--- src/rtl/lock_access_controller.sv ---
// -----------------------------------------------------------------------------
// lock_access_controller
//
// Sequences multi-digit code entry for the door-lock subsystem. Incoming keypad
// digits are compared one at a time against a programmable code register. A
// correct code opens the lock for a fixed window. Consecutive failures are
// counted, and reaching MAX_FAILS forces a timed lockout. While the lock is
// open, the code can be reprogrammed.
//
// Ports
//   clk          in   clock, rising edge
//   rst          in   asynchronous, active-high reset
//   digit_valid  in   keypad digit present
//   digit        in   keypad digit value [DIGIT_W]
//   digit_ready  out  digit accepted this cycle when digit_valid is high
//   relock       in   force immediate relock from OPEN
//   prog_req     in   request code reprogramming (honoured only in OPEN)
//   unlocked     out  lock open (state OPEN)
//   locked_out   out  lockout active (state LOCKOUT)
//   fail_pulse   out  one-cycle strobe in CHECK on a mismatching code
//   fail_count   out  consecutive failed attempts
//   state_o      out  current state encoding, for status/debug
// -----------------------------------------------------------------------------
module lock_access_controller #(
  parameter int                            DIGIT_W        = 4,
  parameter int                            CODE_LEN       = 4,
  parameter logic [CODE_LEN*DIGIT_W-1:0]   DEFAULT_CODE   = 16'h1234,
  parameter int                            MAX_FAILS      = 3,
  parameter int                            OPEN_CYCLES    = 8,
  parameter int                            LOCKOUT_CYCLES = 16,
  parameter int                            ENTRY_TIMEOUT  = 32,
  localparam int                           FC_W           = $clog2(MAX_FAILS + 1)
) (
  input  logic               clk,
  input  logic               rst,
  input  logic               digit_valid,
  input  logic [DIGIT_W-1:0] digit,
  output logic               digit_ready,
  input  logic               relock,
  input  logic               prog_req,
  output logic               unlocked,
  output logic               locked_out,
  output logic               fail_pulse,
  output logic [FC_W-1:0]    fail_count,
  output logic [2:0]         state_o
);

  localparam int CODE_W  = CODE_LEN * DIGIT_W;
  localparam int IDX_W   = $clog2(CODE_LEN);
  localparam int CNT_MAX = (OPEN_CYCLES > LOCKOUT_CYCLES)
                         ? ((OPEN_CYCLES > ENTRY_TIMEOUT) ? OPEN_CYCLES : ENTRY_TIMEOUT)
                         : ((LOCKOUT_CYCLES > ENTRY_TIMEOUT) ? LOCKOUT_CYCLES : ENTRY_TIMEOUT);
  localparam int CNT_W   = $clog2(CNT_MAX + 1);

  localparam logic [CNT_W-1:0] TMO_LAST  = CNT_W'(ENTRY_TIMEOUT - 1);
  localparam logic [CNT_W-1:0] OPEN_LAST = CNT_W'(OPEN_CYCLES - 1);
  localparam logic [CNT_W-1:0] LOCK_LAST = CNT_W'(LOCKOUT_CYCLES - 1);
  localparam logic [IDX_W-1:0] IDX_LAST  = IDX_W'(CODE_LEN - 1);
  localparam logic [FC_W-1:0]  FC_MAX    = FC_W'(MAX_FAILS);

  typedef enum logic [2:0] {
    S_IDLE    = 3'd0,
    S_ENTRY   = 3'd1,
    S_CHECK   = 3'd2,
    S_OPEN    = 3'd3,
    S_LOCKOUT = 3'd4,
    S_PROG    = 3'd5
  } state_t;

  state_t              r_state,  w_state_nxt;
  logic [CODE_W-1:0]   r_code,   w_code_nxt;
  logic [CODE_W-1:0]   r_shadow, w_shadow_nxt;
  logic [IDX_W-1:0]    r_idx,    w_idx_nxt;
  logic                r_mis,    w_mis_nxt;
  logic [CNT_W-1:0]    r_cnt,    w_cnt_nxt;
  logic [FC_W-1:0]     r_fails,  w_fails_nxt;

  logic                w_accept;
  logic [DIGIT_W-1:0]  w_ref_digit;
  logic [FC_W-1:0]     w_fails_inc;
  logic [CODE_W-1:0]   w_shadow_shift;

  // ---------------------------------------------------------------------------
  // State and datapath registers
  // ---------------------------------------------------------------------------
  always_ff @(posedge clk or posedge rst) begin
    if (rst) begin
      r_state  <= S_IDLE;
      r_code   <= DEFAULT_CODE;
      r_shadow <= '0;
      r_idx    <= '0;
      r_mis    <= 1'b0;
      r_cnt    <= '0;
      r_fails  <= '0;
    end else begin
      r_state  <= w_state_nxt;
      r_code   <= w_code_nxt;
      r_shadow <= w_shadow_nxt;
      r_idx    <= w_idx_nxt;
      r_mis    <= w_mis_nxt;
      r_cnt    <= w_cnt_nxt;
      r_fails  <= w_fails_nxt;
    end
  end

  // Stored code digit at the current entry position; the first-entered digit
  // lives in the MSBs of the code register.
  always_comb begin
    w_ref_digit = '0;
    for (int i = 0; i < CODE_LEN; i++) begin
      if (r_idx == IDX_W'(i)) begin
        w_ref_digit = r_code[(CODE_LEN-1-i)*DIGIT_W +: DIGIT_W];
      end
    end
  end

  assign w_accept       = digit_valid && digit_ready;
  assign w_fails_inc    = r_fails + 1'b1;
  assign w_shadow_shift = {r_shadow[CODE_W-DIGIT_W-1:0], digit};

  // ---------------------------------------------------------------------------
  // Next-state and datapath update
  // ---------------------------------------------------------------------------
  always_comb begin
    w_state_nxt  = r_state;
    w_code_nxt   = r_code;
    w_shadow_nxt = r_shadow;
    w_idx_nxt    = r_idx;
    w_mis_nxt    = r_mis;
    w_cnt_nxt    = r_cnt;
    w_fails_nxt  = r_fails;

    case (r_state)
      S_IDLE: begin
        if (w_accept) begin
          w_state_nxt = S_ENTRY;
          w_idx_nxt   = IDX_W'(1);
          w_mis_nxt   = (digit != r_code[CODE_W-1 -: DIGIT_W]);
          w_cnt_nxt   = '0;
        end
      end

      S_ENTRY: begin
        if (w_accept) begin
          w_mis_nxt = r_mis | (digit != w_ref_digit);
          w_cnt_nxt = '0;
          if (r_idx == IDX_LAST) begin
            w_state_nxt = S_CHECK;
            w_idx_nxt   = '0;
          end else begin
            w_idx_nxt = r_idx + 1'b1;
          end
        end else if (r_cnt == TMO_LAST) begin
          // Abandoned entry: back to idle without counting a failure.
          w_state_nxt = S_IDLE;
          w_idx_nxt   = '0;
          w_mis_nxt   = 1'b0;
          w_cnt_nxt   = '0;
        end else begin
          w_cnt_nxt = r_cnt + 1'b1;
        end
      end

      S_CHECK: begin
        w_idx_nxt = '0;
        w_mis_nxt = 1'b0;
        if (!r_mis) begin
          w_state_nxt = S_OPEN;
          w_fails_nxt = '0;
          w_cnt_nxt   = OPEN_LAST;
        end else begin
          w_fails_nxt = w_fails_inc;
          if (w_fails_inc == FC_MAX) begin
            w_state_nxt = S_LOCKOUT;
            w_cnt_nxt   = LOCK_LAST;
          end else begin
            w_state_nxt = S_IDLE;
            w_cnt_nxt   = '0;
          end
        end
      end

      S_OPEN: begin
        // relock beats prog_req; prog_req beats window expiry.
        if (relock) begin
          w_state_nxt = S_IDLE;
          w_cnt_nxt   = '0;
        end else if (prog_req) begin
          w_state_nxt = S_PROG;
          w_idx_nxt   = '0;
          w_cnt_nxt   = '0;
        end else if (r_cnt == '0) begin
          w_state_nxt = S_IDLE;
        end else begin
          w_cnt_nxt = r_cnt - 1'b1;
        end
      end

      S_LOCKOUT: begin
        if (r_cnt == '0) begin
          w_state_nxt = S_IDLE;
          w_fails_nxt = '0;
        end else begin
          w_cnt_nxt = r_cnt - 1'b1;
        end
      end

      S_PROG: begin
        if (w_accept) begin
          w_shadow_nxt = w_shadow_shift;
          w_cnt_nxt    = '0;
          if (r_idx == IDX_LAST) begin
            // Only a complete code ever reaches the code register.
            w_code_nxt  = w_shadow_shift;
            w_state_nxt = S_IDLE;
            w_idx_nxt   = '0;
          end else begin
            w_idx_nxt = r_idx + 1'b1;
          end
        end else if (r_cnt == TMO_LAST) begin
          w_state_nxt = S_IDLE;
          w_idx_nxt   = '0;
          w_cnt_nxt   = '0;
        end else begin
          w_cnt_nxt = r_cnt + 1'b1;
        end
      end

      default: begin
        w_state_nxt = S_IDLE;
        w_idx_nxt   = '0;
        w_mis_nxt   = 1'b0;
        w_cnt_nxt   = '0;
      end
    endcase
  end

  // ---------------------------------------------------------------------------
  // Moore output decode (fail_pulse also depends on the stored mismatch flag)
  // ---------------------------------------------------------------------------
  assign digit_ready = (r_state == S_IDLE) || (r_state == S_ENTRY) || (r_state == S_PROG);
  assign unlocked    = (r_state == S_OPEN);
  assign locked_out  = (r_state == S_LOCKOUT);
  assign fail_pulse  = (r_state == S_CHECK) && r_mis;
  assign fail_count  = r_fails;
  assign state_o     = r_state;

endmodule

--- config.mk ---
export PLATFORM = sky130hd
export DESIGN_NAME = lock_access_controller
export DESIGN_NICKNAME = d
export VERILOG_FILES = /design/src/rtl/lock_access_controller.sv
export SDC_FILE = /design/constraint.sdc
export NUM_CORES = 1
export LEC_CHECK = 0
export CAP_MARGIN = 20
export CORE_MARGIN = 2
export CORE_UTILIZATION = 50
export CTS_CLUSTER_DIAMETER = 50
export DETAILED_ROUTE_END_ITERATION = 7
export DONT_BUFFER_PORTS = 1
export GPL_TIMING_DRIVEN = 1
export SLEW_MARGIN = 30
export SYNTH_ARGS = -nofsm -noshare
export SYNTH_HDL_FRONTEND = slang
export SYNTH_SLANG_ARGS = --single-unit
--- constraint.sdc ---
create_clock -name clk -period 2.2 [get_ports clk]
set_clock_uncertainty 0.1 [all_clocks]
set_input_delay 0.33 -clock clk [delete_from_list [all_inputs] [get_ports clk]]
set_output_delay 0.33 -clock clk [all_outputs]
set_load 0.01 [all_outputs]
==> results of run 1 <==
## state kept, by name, summed over array words and instances (netlist names)
signal / cells
r_code: 16
r_shadow: 12
r_cnt: 6
state_o: 3
fail_count: 2
r_idx: 2
r_mis: 1
## worst max-delay path by stage
stage,from,to,slack (ps),depth (start not counted)
floorplan,r_idx[0],r_mis,280,7
global placement,r_idx[0],r_mis,140,6
detailed placement,r_idx[0],r_mis,6,6
CTS,r_idx[0],r_mis,110,7
global route,r_idx[0],r_mis,5,7
finish,state_o[1],r_shadow[8],160,4
## worst max-delay path, stage by stage, from the launching register on
cell     delay [ps]
dfrtp_1         490
buf_4           240
nor3_4          270
nand2_1         400
mux2_2          410
## logic make-up after synthesis
kind of cell,share of synthesized area (%)
AOI/OAI and AO/OA,14.3
xor gates and xnor gates,3.87
adders and majority gates,4.02
buffers and inverters,4.92
DFF,42.5
muxes,13.5
and+or+nand+nor,16.9
## cell usage in the layout (no fill, tap or decap), types with 3 or more instances in the layout
cell type  synthesis  routed
nor3b_1            6       6
xor2_1             7       7
nor2_1            17      17
o22ai_1            4       4
a21oi_1            8       8
clkbuf_8           0       5
nand3_1            6       6
xnor2_1            4       4
ha_1               8       4
nand3b_1           4       4
mux2_2            29      29
o21ai_0            6       6
ha_2               0       4
a211oi_1           6       6
dfrtp_1           37      37
dfstp_2            5       5
inv_1             14      14
o41ai_1            3       3
buf_4              1       7
nand2_1           15      15
nor2b_1            4       4
## layer usage
layer,up-vias,wire (um)
met1,877,2130
met2,37,2540
met3,14,193
met5,-,0
li1,861,-
met4,0,136
## metrics by stage
| step | worst slack, ps | hold WS (ps) | area, um^2 | instances | util [%] |
|---|---|---|---|---|---|
| 2_1_floorplan | 278 | 375 | 2490 | 238 | - |
| 3_3_place_gp | 135 | 280 | 2560 | 299 | 53.8 |
| 3_5_place_dp | 6.19 | 296 | 2560 | 299 | 53.8 |
| 4_1_cts | 105 | 76.1 | 2680 | 308 | 56.3 |
| 5_1_grt | 5.15 | 62.1 | 2680 | 308 | 56.4 |
| 6_report | 160 | 85.4 | 2680 | 308 | 56.4 |
## where the power goes
| part | total, mW | switching (mW) | leakage, nW | internal [mW] |
|---|---|---|---|---|
| clock network | 0.596 | 0.256 | 0.0524 | 0.340 |
| registers | 1.17 | 0.207 | 0.548 | 0.959 |
| logic | 1.29 | 0.708 | 0.592 | 0.583 |
| total | 3.05 | 1.17 | 1.19 | 1.88 |
## what timing repair did
action / 4_1_cts / 5_1_grt
pin swaps: 0 / 1
setup endpoints to repair: 1 / 1
cloned: 0 / 0
hold buffers: 1 / 0
gates resized for setup: 1 / 3
buffers inserted: 0 / 0
endpoints found under the hold margin: 37 / 0
## final cells by class
class	count	area share, %
Clock buffer	7	2.85
Tap cell	67	3.13
Inverter	14	1.96
Multi-Input combinational cell	169	49.2
Clock inverter	1	1.12
Timing Repair Buffer	8	2.33
Sequential cell	42	39.4
==> reports/summary.txt, run 1 <==
Status: complete, no violations
Commonest cells post-synth: dfrtp_1 (37), mux2_2 (29), nor2_1 (17)
YS warnings: 0
Site Rows: 25
Hold Path Sink: r_shadow[0]
First-pass GRT wire length: 8360 um
Hold Path Class: in -> reg
Hold Path Depth: 1
Critical path launch point type: flip-flop
Total power: 3.05 mW
TNS Setup: 0 ps
Top cell type by total area after synthesis: dfrtp_1
Final number of hold-violating endpoints: 0
CTS Buffer Depth: 2
Nets: 257
CP Class: reg -> reg
Final period util: 92.7%
Initial DRC count: 110
Layout area overhead: 7.74%
Share of the synthesized area in the top cell type: 37.2%
Clock root cell: clkbuf_8
Met2 usage: 33.6%
Grt ovf: 0
Per-cell routed wire length: 16.2 um
DPL Wire Length: 3650 um
Layout cells sized above 1: 26.1%
Synth area leaders: dfrtp_1 (37%), mux2_2 (13%), dfstp_2 (5.3%)
Final setup viols: 0
Hold path start: digit[0]
IO Count: 18
CP required: 2280 ps
Post-route ant nets: 0
GR peak layer: met2
CTS tree: done
Starting Density: 52.4%
Core Area: 4750 um^2
Post-synth cell types: 54
Register Area: 1060 um^2
Register bit total from synthesis: 42
Vias per cell: 5.81
Synth Instances: 238
Gp weighted congestion: 0.833
Die Wd: 74.6 um
Ys async rst share: 100%
Worst-Margin Slew: 600 ps
Sequential fraction of the synthesis area: 42.5%
Setup repair after global routing missed its margin: false
Slew headroom: 59.7%
Global Route met1 Usage: 23.8%
Critical path capture point type: flip-flop
Ant diodes: 0
H-tree levels: 2
Crit path DAT: 2120 ps
Clk_lat worst skew: 290 ps
Global-route usage over all layers: 20.1%
IO Port Bufs: 0
MaxCap Viol Count: 0
Antenna violations before repair: 0
Mapped Area: 2490 um^2
Fmax: 490 MHz
EDFF count, synth: 0
FILL cells: 453
Die height: 74.6 um
TritonRoute pass-1 iters: 4
Minimum clock period: 2040 ps
M3 GR Usage: 5.42%
Syn Nets: 255
CP max FO: 14
Main synth FF type: dfrtp_1
Max rail drop VDD: 0.507 mV
Die ar.: 5560 um^2
Count leader, synth: dfrtp_1
Largest net degree at the start of global routing: 43
Leak: 1.19 nW
Vias: 1789
RR Endpoint: r_shadow[8]
CTS clk-pin slew, worst paths: 80 ps
Reg-to-reg startpoint: state_o[1]
Syn_area_per_cell: 10.5 um^2
Drt total wl: 5000 um
DRC: 0
Clk sinks: 42
Pwr per Cell Area: 1140 nW/um^2
TritonCTS buffer count: 5
Slew Viols, Final: 0
R2R Setup Slk: 160 ps
Worst reg2reg path depth: 4
Number of global-route vias before repair: 1836
Multi-input logic area: 1320 um^2
(Power assumes the default switching activity.)
==> inputs of run 2 (changes only) <==
- CORE_MARGIN: 2 -> 4
- RECOVER_POWER: not set -> 50
==> run 2 against run 1 <==
Against the previous run:
- clock-buffer cell count down 1
- final cell count up 0.32%
- critical path depth up 2
- largest power group unchanged
- setup slack worse by 57 ps
- non-clock buffer count up 1
- worst hold slack worse by 1.8 ps
- routed wire length up 2.6%
- flip-flop and latch count unchanged
- power up 0.84%
- via count up 0.78%
==> reports/summary.txt, run 2 (synthesis results as in run 1) <==
Critical path capture point type: flip-flop (unchanged)
CTS tree: done (unchanged)
WP depth: 6 (was 4)
Largest register by flop count: r_code (unchanged)
Commonest non-fill, non-tap cells in the layout: dfrtp_1 (36), mux2_2 (29), nor2_1 (17), nand2_1 (15), inv_1 (14) (was dfrtp_1 (37), mux2_2 (29), nor2_1 (17), nand2_1 (15), inv_1 (14))
IO Port Bufs: 0 (unchanged)
Status: complete, no violations (unchanged)
Slew Viols, Final: 0 (unchanged)
Hold path start: digit[2] (was digit[0])
Final WS setup: 103 ps (was 160 ps)
Clk_lat worst skew: 290 ps (about the same)
Layout cells sized above 1: 27.3% (was 26.1%)
Nets: 258 (was 257)
Die ar.: 6170 um^2 (was 5560 um^2)
Hold Path Sink: r_shadow[2] (was r_shadow[0])
Largest net degree at the start of global routing: 43 (unchanged)
Die height: 78.6 um (was 74.6 um)
Fin util: 56.3% (was 56.4%)
CP max-delay cell: dfrtp_1 (unchanged)
Final setup viols: 0 (unchanged)
Final period util: 95.3% (was 92.7%)
First-pass GRT wire length: 9100 um (was 8360 um)
Antenna violations before repair: 0 (unchanged)
CP dominant cell by count: a211oi_1
Reg-to-reg startpoint: r_idx[0] (was state_o[1])
Post-route ant nets: 0 (unchanged)
Site Rows: 25 (unchanged)
H-tree levels: 2 (unchanged)
CP max FO: 16 (was 14)
R2R Setup Slk: 100 ps (was 160 ps)
FILL cells: 429 (was 453)
Critical path's top delay family: compound AO/OA/AOI/OAI gates (was simple AND/OR/NAND/NOR gates)
Met3 wire length: 237 um (was 193 um)
Grt ovf: 0 (unchanged)
Max FFs per register: 16 (unchanged)
Worst reg2reg path depth: 6 (was 4)
CP required: 2280 ps (about the same)
Crit path DAT: 2170 ps (was 2120 ps)
Slew headroom: 33.6% (was 59.7%)
Die Wd: 78.6 um (was 74.6 um)
Vias per cell: 5.83 (was 5.81)
Drt total wl: 5130 um (was 5000 um)
Top layer in use: met4 (unchanged)
Crit path buf inv count: 0 (was 1)
Number of global-route vias before repair: 1856 (was 1836)
DRC: 0 (unchanged)
Place WS: -19.0 ps (was 6.19 ps)
Final number of hold-violating endpoints: 0 (unchanged)
Critical path launch point type: flip-flop (unchanged)
Setup repair after global routing missed its margin: true (was false)
DPL Wire Length: 3810 um (was 3650 um)
Gp weighted congestion: 0.832 (was 0.833)
Multi-input logic area: 1320 um^2 (about the same)
Max incr delay on CP: 410 ps (was 490 ps)
Register Area: 1060 um^2 (about the same)
CTS clk-pin slew, worst paths: 80 ps (about the same)
TritonCTS buffer count: 5 (unchanged)
RR Endpoint: r_mis (was r_shadow[8])
Pwr per Cell Area: 1140 nW/um^2 (about the same)
Leak: 1.20 nW (was 1.19 nW)
IO Count: 18 (unchanged)
CTS Buffer Depth: 2 (unchanged)
Initial DRC count: 144 (was 110)
Per-cell routed wire length: 16.6 um (was 16.2 um)
Minimum clock period: 2100 ps (was 2040 ps)
Hold Path Class: in -> reg (unchanged)
Largest registers: r_code (16), r_shadow (12), r_cnt (6) (unchanged)
Fmax: 477 MHz (was 490 MHz)
Met2 WL: 2320 um (was 2540 um)
Core Area: 4790 um^2 (was 4750 um^2)
Clock root cell: clkbuf_8 (unchanged)
Max rail drop VDD: 0.599 mV (was 0.507 mV)
Hold Path Depth: 1 (unchanged)
TritonRoute pass-1 iters: 4 (unchanged)
Worst-Margin Slew: 996 ps (was 600 ps)
Global-route usage over all layers: 18.3% (was 20.1%)
Ant diodes: 0 (unchanged)
Wire length on met1: 2520 um (was 2130 um)
Clk sinks: 42 (unchanged)
Cell Chain, Critical Path: ha_2 > a211oi_1 > a211oi_1 > xnor2_1 > nand4_1 > a311o_1 (was buf_4 > nor3_4 > nand2_1 > mux2_2)
Starting Density: 52.0% (was 52.4%)
MaxCap Viol Count: 0 (unchanged)
Layout area overhead: 8.29% (was 7.74%)
Vias: 1803 (was 1789)
Most common cell after layout, fill and taps aside: dfrtp_1 (unchanged)
CP Class: reg -> reg (unchanged)
[run 2: worst max path at each step]
stage                     startpoint    endpoint
after floorplan             r_idx[0]       r_mis
after global placement      r_idx[0]       r_mis
after detailed placement    r_idx[0]       r_mis
after CTS                 state_o[1]  fail_pulse
after global routing        r_idx[0]       r_mis
final                       r_idx[0]       r_mis
[run 2: what timing repair did]
| action | 4_1_cts | 5_1_grt |
|---|---|---|
| gates resized for setup | 1 | 4 |
| pin swaps | 0 | 0 |
| endpoints found under the hold margin | 37 | 0 |
| buffers inserted | 0 | 0 |
| endpoints found under the setup margin | 1 | 2 |
| hold buffers | 1 | 0 |
[run 2: where the power goes]
group | total, mW | internal (mW) | switching (mW) | leakage (nW)
clock | 0.596 | 0.339 | 0.257 | 0.0514
sequential | 1.17 | 0.960 | 0.213 | 0.546
combinational | 1.31 | 0.597 | 0.713 | 0.598
total | 3.08 | 1.90 | 1.18 | 1.20
[run 2: metrics by stage]
step	setup TNS (ps)	power [mW]	hold slack (ps)	cells	instance area, um^2
global placement	0	2.43	284	300	2560
CTS	0	3.09	71.3	309	2690
floorplan	0	2.18	375	238	2490
detailed placement	-19.0	2.48	287	300	2560
global route	-12.3	3.33	59.4	309	2700
finish	0	3.08	83.5	309	2700
[run 2: worst reg2reg max path, delay by kind of cell, from the launching register on]
family                   cells  cell delay [ps]
AO/OA/AOI/OAI                3              750
flip-flops                   1              410
adder cells (fa/ha/maj)      1              400
XOR/XNOR                     1              180
AND/OR/NAND/NOR              1              130
[run 2: layout make-up]
| type | instances | share of cell area [%] |
|---|---|---|
| clock buffers | 6 | 2.69 |
| inverters | 14 | 1.95 |
| repair buffers | 9 | 2.51 |
| well taps | 67 | 3.11 |
| flip-flops and latches | 42 | 39.3 |
| clock inverters | 2 | 1.39 |
| multi-input cells | 169 | 49.1 |
[run 2: routing by layer]
layer	vias up	track usage (%)
met5	-	0
met4	0	5.24
met3	6	4.70
met2	47	27.8
met1	881	25.7
li1	869	-
==> inputs of run 3 (changes only) <==
- PLACE_DENSITY: not set -> 0.73
==> run 3 against run 2 <==
Against the previous run:
- power down 5.4%
- largest cell class unchanged
- via count decreased by 0.11%
- maximum frequency rose by 2.7%
- clock-buffer cell count grew 2
- critical path type unchanged
- die area stayed put
- global-route usage shrank 1.1 points
==> reports/summary.txt, run 3 (synthesis results as in run 1) <==
DRC: 0 (unchanged)
CP max FO: 16 (unchanged)
Cell count after placement: 298 (was 300)
Initial DRC count: 181 (was 144)
CTS tree: done (unchanged)
Max rail drop VDD: 0.562 mV (was 0.599 mV)
Crit path DAT: 2110 ps (was 2170 ps)
DPL Wire Length: 3520 um (was 3810 um)
Slew headroom: 31.1% (was 33.6%)
Commonest non-fill, non-tap cells in the layout: dfrtp_1 (37), mux2_2 (29), nor2_1 (17), nand2_1 (15), inv_1 (14) (was dfrtp_1 (36), mux2_2 (29), nor2_1 (17), nand2_1 (15), inv_1 (14))
Die Wd: 78.6 um (unchanged)
Gp weighted congestion: 0.872 (was 0.832)
Largest register by flop count: r_code (unchanged)
Worst-Margin Slew: 1030 ps (was 996 ps)
Ant diodes: 0 (unchanged)
Starting Density: 52.0% (unchanged)
RR Endpoint: r_code[10] (was r_mis)
Sw Ratio: 39.4% (was 38.4%)
First-pass GRT wire length: 8430 um (was 9100 um)
Worst reg2reg path depth: 4 (was 6)
Vias: 1801 (was 1803)
TritonRoute pass-1 iters: 4 (unchanged)
Core Area: 4790 um^2 (unchanged)
Vias per cell: 5.87 (was 5.83)
Global-route usage over all layers: 17.2% (was 18.3%)
Largest net degree at the start of global routing: 43 (unchanged)
Antenna violations before repair: 0 (unchanged)
Hold Path Sink: r_code[0] (was r_shadow[2])
Area after DPL: 2550 um^2 (was 2560 um^2)
Cell Chain, Critical Path: buf_4 > nor3_4 > nand3_2 > mux2_2 (was ha_2 > a211oi_1 > a211oi_1 > xnor2_1 > nand4_1 > a311o_1)
Post-route ant nets: 0 (unchanged)
Final setup viols: 0 (unchanged)
Minimum clock period: 2040 ps (was 2100 ps)
R2R Setup Slk: 160 ps (was 100 ps)
Max incr delay on CP: 500 ps (was 410 ps)
IO Count: 18 (unchanged)
Leak: 1.18 nW (was 1.20 nW)
Number of global-route vias before repair: 1726 (was 1856)
H-tree levels: 2 (unchanged)
Clk_lat worst skew: 280 ps (was 290 ps)
Postcts setup bufs: 0 (unchanged)
Layout cells sized above 1: 25.4% (was 27.3%)
FILL cells: 425 (was 429)
Crit path buf inv count: 1 (was 0)
WHS: 93.0 ps (was 83.5 ps)
Most common cell after layout, fill and taps aside: dfrtp_1 (unchanged)
CP Class: reg -> reg (unchanged)
Die height: 78.6 um (unchanged)
TritonCTS buffer count: 5 (unchanged)
TNS Setup: 0 ps (unchanged)
CTS Buffer Depth: 2 (unchanged)
Fmax: 490 MHz (was 477 MHz)
Max FFs per register: 16 (unchanged)
CP required: 2270 ps (was 2280 ps)
Final instance area: 2650 um^2 (was 2700 um^2)
Layout area overhead: 6.43% (was 8.29%)
Critical path launch point type: flip-flop (unchanged)
Sequential share of power: 40.7% (was 38.1%)
Drt total wl: 4850 um (was 5130 um)
Sw power: 1.15 mW (was 1.18 mW)
Setup repair after global routing missed its margin: false (was true)
Nets: 256 (was 258)
Per-cell routed wire length: 15.8 um (was 16.6 um)
Reg-to-reg startpoint: state_o[1] (was r_idx[0])
IO Port Bufs: 0 (unchanged)
Status: complete, no violations (unchanged)
Clk pwr share: 15.9% (was 19.3%)
Hold Path Depth: 1 (unchanged)
Largest registers: r_code (16), r_shadow (12), r_cnt (6) (unchanged)
Hold path start: digit[0] (was digit[2])
MaxCap Viol Count: 0 (unchanged)
Combinational power share: 43.4% (was 42.5%)
Final period util: 92.8% (was 95.3%)
Critical path's top delay family: simple AND/OR/NAND/NOR gates (was compound AO/OA/AOI/OAI gates)
Slew Viols, Final: 0 (unchanged)
Hold Path Class: in -> reg (unchanged)
CP max-delay cell: dfrtp_1 (unchanged)
Die ar.: 6170 um^2 (unchanged)
Critical path capture point type: flip-flop (unchanged)
Final number of hold-violating endpoints: 0 (unchanged)
Pint: 1.77 mW (was 1.90 mW)
Clock root cell: clkbuf_8 (unchanged)
Fin cells: 307 (was 309)
Total power: 2.91 mW (was 3.08 mW)
Site Rows: 25 (unchanged)
Grt ovf: 0 (unchanged)
Clk sinks: 42 (unchanged)
CTS clk-pin slew, worst paths: 70 ps (was 80 ps)
Pwr per Cell Area: 1100 nW/um^2 (was 1140 nW/um^2)
## run 3: per-layer routing
layer	share of wire (%)	vias to the layer above	track usage, %	wire [um]
met2	47	68	25.0	2260
li1	-	864	-	-
met4	0.72	0	6.12	35
met1	46	867	24.5	2240
met5	0	-	0	0
met3	6.6	2	4.47	320
## run 3: final cells by class
| class | count | area (um^2) | area share (%) |
|---|---|---|---|
| clock buffers | 8 | 80.1 | 3.02 |
| inverters | 14 | 52.6 | 1.98 |
| multi-input cells | 169 | 1320 | 50.0 |
| flip-flops and latches | 42 | 1060 | 39.9 |
| well taps | 67 | 83.8 | 3.16 |
| repair buffers | 7 | 52.6 | 1.98 |
## run 3: timing repair
item | 4_1_cts | 5_1_grt
gates resized for setup | 0 | 4
setup endpoints to repair | 0 | 1
hold endpoints to repair | 37 | 0
hold buffers | 1 | 0
## run 3: how the worst max path moves through the flow
| stage | start | cells past startpoint | slack [ps] | endpoint |
|---|---|---|---|---|
| after floorplan | r_idx[0] | 7 | 280 | r_mis |
| final | state_o[1] | 4 | 160 | r_code[10] |
| after global placement | r_idx[0] | 7 | 120 | r_mis |
| after CTS | r_idx[0] | 6 | 6 | r_mis |
| after global routing | r_idx[0] | 7 | 20 | r_mis |
| after detailed placement | r_idx[0] | 6 | 80 | r_mis |
## run 3: power groups by stage
stage	sequential, mW	clock [mW]	combinational (mW)
4_1_cts	1.18	0.482	1.25
3_3_place_gp	1.18	0	1.22
3_5_place_dp	1.20	0	1.24
5_1_grt	1.22	0.510	1.41
2_1_floorplan	1.10	0	1.08
6_report	1.19	0.462	1.26
## run 3: stage by stage
step	setup WS [ps]	utilization (%)
2_1_floorplan	278	-
3_3_place_gp	124	53.3
3_5_place_dp	77.6	53.3
4_1_cts	6.48	55.1
5_1_grt	18.9	55.4
6_report	158	55.4
## run 3: worst reg2reg max path, stage by stage (launching register included)
cell     delay [ps]
dfrtp_1         500
buf_4           250
nor3_4          260
nand3_2         390
mux2_2          420
